File: src/rtl/cnt_sched_pkg.sv
// Shared types and default sizing for the counter scheduler.
// The FSM state encoding lives here so the arbiter and top agree on it.
package cnt_sched_pkg;

    localparam int DEF_N_REQ = 4;
    localparam int DEF_WIDTH = 8;

    typedef enum logic [1:0] {
        IDLE = 2'd0,
        LOAD = 2'd1,
        RUN  = 2'd2,
        DONE = 2'd3
    } state_t;

endpackage

File: src/rtl/rr_arbiter.sv
// Combinational round-robin pick: first set request at or after the pointer,
// wrapping modulo N_REQ.
module rr_arbiter
    import cnt_sched_pkg::*;
#(
    parameter int N_REQ = DEF_N_REQ,
    localparam int IDX_W = $clog2(N_REQ)
) (
    input  logic [N_REQ-1:0] req,
    input  logic [IDX_W-1:0] pointer,
    output logic [N_REQ-1:0] grant,
    output logic [IDX_W-1:0] index
);

    // Scan offsets from farthest to nearest so the closest requester wins.
    always_comb begin
        index = pointer;
        grant = '0;
        for (int k = N_REQ - 1; k >= 0; k--) begin : scan
            int pos;
            logic [IDX_W-1:0] sel;
            pos = int'(pointer) + k;
            if (pos >= N_REQ) begin
                pos = pos - N_REQ;
            end
            sel = IDX_W'(pos);
            if (req[sel]) begin
                index      = sel;
                grant      = '0;
                grant[sel] = 1'b1;
            end
        end
    end

endmodule

File: src/rtl/cnt_sched.sv
// Round-robin scheduler sharing one loadable up-counter between N_REQ
// requesters; acks each granted interval once the counter reaches its length.
module cnt_sched
    import cnt_sched_pkg::*;
#(
    parameter int N_REQ = DEF_N_REQ,
    parameter int WIDTH = DEF_WIDTH
) (
    input  logic                   clk,
    input  logic                   rst_n,
    input  logic [N_REQ-1:0]       req,
    input  logic [N_REQ*WIDTH-1:0] req_len,
    input  logic                   abort,
    output logic [N_REQ-1:0]       ack,
    output logic [N_REQ-1:0]       gnt,
    output logic                   busy,
    output logic                   err,
    output logic                   ld_enb,
    output logic [WIDTH-1:0]       data_in,
    output logic                   count_enb,
    input  logic [WIDTH-1:0]       count_out
);

    localparam int IDX_W = $clog2(N_REQ);

    state_t           state, state_next;
    logic [IDX_W-1:0] rr_ptr, id_q, arb_idx, next_ptr;
    logic [N_REQ-1:0] arb_gnt, gnt_q;
    logic [WIDTH-1:0] len_q, arb_len;
    logic             load_job, adv_ptr, err_set;

    rr_arbiter #(.N_REQ(N_REQ)) u_arb (
        .req     (req),
        .pointer (rr_ptr),
        .grant   (arb_gnt),
        .index   (arb_idx)
    );

    assign arb_len  = req_len[arb_idx*WIDTH +: WIDTH];
    assign next_ptr = (id_q == IDX_W'(N_REQ - 1)) ? '0 : id_q + 1'b1;

    // NOTE: every always_comb output gets a default first, so no path can infer a latch.
    always_comb begin
        state_next = state;
        ld_enb     = 1'b0;
        count_enb  = 1'b0;
        load_job   = 1'b0;
        adv_ptr    = 1'b0;
        err_set    = 1'b0;
        unique case (state)
            IDLE: begin
                if (|req) begin
                    load_job   = 1'b1;
                    state_next = LOAD;
                end
            end
            LOAD: begin
                ld_enb = 1'b1;
                if (abort) begin
                    adv_ptr    = 1'b1;
                    state_next = IDLE;
                end else begin
                    state_next = RUN;
                end
            end
            RUN: begin
                err_set = (count_out > len_q);
                if (abort) begin
                    adv_ptr    = 1'b1;
                    state_next = IDLE;
                end else if (count_out >= len_q) begin
                    state_next = DONE;
                end else begin
                    count_enb = 1'b1;
                end
            end
            DONE: begin
                adv_ptr    = 1'b1;
                state_next = IDLE;
            end
            default: state_next = IDLE;
        endcase
    end

    // NOTE: sequential state uses non-blocking assignments so every register samples pre-edge values.
    always_ff @(posedge clk or negedge rst_n) begin
        if (!rst_n) begin
            state  <= IDLE;
            rr_ptr <= '0;
            id_q   <= '0;
            len_q  <= '0;
            gnt_q  <= '0;
            err    <= 1'b0;
        end else begin
            state <= state_next;
            if (load_job) begin
                id_q  <= arb_idx;
                len_q <= arb_len;
                gnt_q <= arb_gnt;
            end
            if (adv_ptr) begin
                rr_ptr <= next_ptr;
            end
            if (err_set) begin
                err <= 1'b1;
            end
        end
    end

    // Every job starts the counter from zero.
    assign data_in = '0;
    assign busy    = (state != IDLE);
    assign gnt     = busy ? gnt_q : '0;
    assign ack     = (state == DONE) ? gnt_q : '0;

endmodule
File: config.mk
export PLATFORM = sky130hd
export DESIGN_NAME = cnt_sched
export DESIGN_NICKNAME = d
export VERILOG_FILES = /design/src/rtl/cnt_sched_pkg.sv /design/src/rtl/rr_arbiter.sv /design/src/rtl/cnt_sched.sv
export SDC_FILE = /design/constraint.sdc
export NUM_CORES = 1
export LEC_CHECK = 0
export CAP_MARGIN = 20
export CORE_MARGIN = 1
export CORE_UTILIZATION = 45
export DETAILED_ROUTE_END_ITERATION = 8
export MAX_ROUTING_LAYER = met4
export PLACE_DENSITY_LB_ADDON = 0.1
export SLEW_MARGIN = 10
export SYNTH_ARGS = -nofsm -noshare
export SYNTH_HDL_FRONTEND = slang
export SYNTH_HIERARCHICAL = 1
export SYNTH_SLANG_ARGS = --single-unit
File: constraint.sdc
create_clock -name clk -period 3.6 [get_ports clk]
set_clock_uncertainty 0.15 [all_clocks]
set_input_delay 0.36 -clock clk [delete_from_list [all_inputs] [get_ports clk]]
set_output_delay 0.36 -clock clk [all_outputs]
set_load 0.01 [all_outputs]
==> impl_metrics.ini <==
[grt]
grt_pass1_wl_um = 6370
antenna_found_initial = 0
total_global_routing_overflow = 0
grtUsageTotal_pct = 19.9
via_count_of_the_first_global_routing_pass = 1405
grt_max_degree = 20

[hold_path]
min-delay-path-class = reg -> reg
launch_instance_of_the_worst_min_delay_path = err$_DFFE_PN0P_

[timing]
slew_violations = 0
grt_setup_unrepaired = no
shortest_clock_period_the_worst_path_allows_after_layout_ns = 3.12
fin_hold_ws_ns = 0.325
timing_hold_violations_final = 0
worst_margin_slew_ns = 0.893
relSlewSlack_pct = 40.3
total_negative_setup_slacks_ns = 0
final-setup-viol-count = 0
setup_ws_final_ns = 0.476
min_period_over_period_pct = 86.8
achievable-frequency_mhz = 320

[placement]
pre_cts_setup_slack_ns = 0.218
detailed_place_hpwl_um = 3410
io_buffer_count = 58
place_congestion = 0.803
placement.cell_area_um2 = 2460

[floorplanning]
floorplan_core_area_um2 = 4000
rows = 23
die_y_um = 66.4
boundaryPins = 67
initial_utilization_pct = 46.6
chipWidth_um = 66.4
floorplan.die_area_um2 = 4410

[critical_path]
path_delay_family = multiplexers
cpMaxStageDelayCell = sky130_fd_sc_hd__mux4_1
start_kind = flop
critPathRequiredTime_ns = 3.60
cp_max_fo = 15
timing.critical_path.slowest_cell_delay_ns = 0.66
cp_common_cell = sky130_fd_sc_hd__buf_4
cp_cell_sequence = buf_4 > mux4_1 > nor2b_1 > nor2_1 > o2bb2ai_1 > buf_4 > mux4_2 > mux2_4
worstPathBufferInverterCount = 2
crit_arrival_ns = 3.12
timing.setup.critical_path_class = reg -> reg
crit_startpoint = rr_ptr[0]$_DFFE_PN0P_
critPathCaptureType = flop
r2r-start = rr_ptr[0]$_DFFE_PN0P_

[clocking]
cts_buffers = 3
cts.clk_slew.worst_paths_ns = 0.07
cts_repair_resize_count = 0
clkSinkCount = 19
cts_root_buffer = sky130_fd_sc_hd__clkbuf_8
cts_tree = done
source_to_sink_clock_delay_at_the_later_pin_of_the_worst_skew_pair_ns = 0.26
holdBufCountCts = 0
h-tree-depth = 1
clock_path_buffers = 2
cts_setup_buffers = 0

[final_layout]
num_antenna_cells = 0
final_cell_area_um2 = 2500
most-common-layout-cells = sky130_fd_sc_hd__clkdlybuf4s50_1 (58), sky130_fd_sc_hd__ha_1 (21), sky130_fd_sc_hd__dfrtp_1 (19)
share_of_post_route_cells_with_drive_strength_above_1_pct = 19.5
final_net_count = 289
layout-area-overhead-vs-synth_pct = 34.1
final_common_cell = sky130_fd_sc_hd__clkdlybuf4s50_1

[yosys]
netlist_instances = 160
synth_top_area_share_pct = 25.5
yosys_most_used_dff = sky130_fd_sc_hd__dfrtp_1
count_of_yosys_warnings_during_synthesis = 6
synth_area_leader_cell = sky130_fd_sc_hd__dfrtp_1
post_synthesis_register_bit_count = 19
asyncSetResetFlopFracSynth_pct = 100
synth_sequential_area_ratio_pct = 25.5
synth_enable_flop_cells = 0
synth_cell_type_count = 38
syn_area_um2 = 1870
synth.avg_cell_area_um2 = 11.7
post_synth_main_area_contributors = sky130_fd_sc_hd__dfrtp_1 (25%), sky130_fd_sc_hd__ha_1 (14%), sky130_fd_sc_hd__mux4_2 (11%)

[power_and_ir_drop]
p_leak_nw = 1.10
power_per_cell_area_nw_per_um2 = 796
ir_drop_worst_vdd_mv = 0.357

[detailed_routing]
detailedRoute.firstIterationViolations = 23
detail_route.first_pass.iterations = 4
detail_route.vias_per_cell = 5.36
drt_wl_total_um = 4140
average_wire_length_per_cell_after_detail_routing_um = 15.3
total_number_of_vias = 1448
remaining_drc_errors = 0
final_antenna_net_count = 0

[run]
timing.max_cap.violations = 0

[status]
run_status = finished clean
==> worst paths after layout <==
path,to,slack (ns),cells past startpoint
worst max-delay path,len_q[4]$_DFFE_PN0P_,0.48,8
worst min-delay path,err$_DFFE_PN0P_,0.33,1
worst max register to register,len_q[4]$_DFFE_PN0P_,0.48,8
worst min register to register,err$_DFFE_PN0P_,0.33,1
max in group asynchronous,gnt_q[3]$_DFFE_PN0P_,2.30,1
min in group asynchronous,gnt_q[0]$_DFFE_PN0P_,0.45,1
==> area by class of cell <==
class                   instances  area [um2]
fillers                       325        1500
multi-input cells             119        1240
repair buffers                 63         618
flip-flops and latches         19         475
well taps                      50        62.6
inverters                      15        56.3
clock buffers                   4        45.0
==> worst reg2reg max path: cells and delay by family, from the launching register on <==
kind | cells | cell delay (ns)
flip-flops | 1 | 0.37
AND/OR/NAND/NOR | 2 | 0.42
multiplexers | 3 | 1.47
buffers and inverters | 2 | 0.47
AO/OA/AOI/OAI | 1 | 0.15
==> stage by stage <==
stage / instances / util, % / total power [W]
floorplan: 167 / - / 0.00152
global placement: 266 / 61.4 / 0.00180
detailed placement: 266 / 61.4 / 0.00186
CTS: 270 / 62.5 / 0.00201
global route: 270 / 62.5 / 0.00216
finish: 270 / 62.5 / 0.00199
==> metal layers <==
layer	share of wire, %	routed length, um	vias to the layer above	global-route usage (%)
met4	0.46	19	0	5.59
met5	0	0	-	-
met1	43	1790	705	23.7
met3	2.3	97	2	2.07
met2	54	2230	35	35.5
li1	-	-	706	-
==> report_power, final <==
part	leakage, nW	total, W	switching (W)	internal, W
registers	0.226	0.000402	0.0000728	0.000329
clock network	0.0228	0.000154	0.0000749	0.0000788
logic	0.850	0.00144	0.000616	0.000820
==> Yosys cell counts (3+ instances only) <==
cell type                   number
sky130_fd_sc_hd__a21oi_1         8
sky130_fd_sc_hd__a221o_1         4
sky130_fd_sc_hd__and2_1          4
sky130_fd_sc_hd__buf_4           8
sky130_fd_sc_hd__dfrtp_1        19
sky130_fd_sc_hd__ha_1           21
sky130_fd_sc_hd__inv_1          15
sky130_fd_sc_hd__mux2_2          7
sky130_fd_sc_hd__mux2_4         10
sky130_fd_sc_hd__mux2i_1         4
sky130_fd_sc_hd__mux4_1          3
sky130_fd_sc_hd__mux4_2          9
sky130_fd_sc_hd__nand2_1         3
sky130_fd_sc_hd__nor2_1          5
sky130_fd_sc_hd__nor2b_1         6
sky130_fd_sc_hd__o221a_2         4
sky130_fd_sc_hd__o2bb2ai_1       3
==> cells by family after synthesis <==
group / synth area share, %
DFF: 25.5
other: 0.201
buffers and inverters: 9.26
and+or+nand+nor: 9.32
adders and majority gates: 14.1
muxes: 29.5
AOI/OAI and AO/OA: 12.1
==> registers in the layout, indices dropped and copies added (netlist names) <==
register,count
gnt_q,4
state,2
len_q,8
id_q,2
rr_ptr,2
err,1
Note: power is estimated with default switching activity, not from simulation.
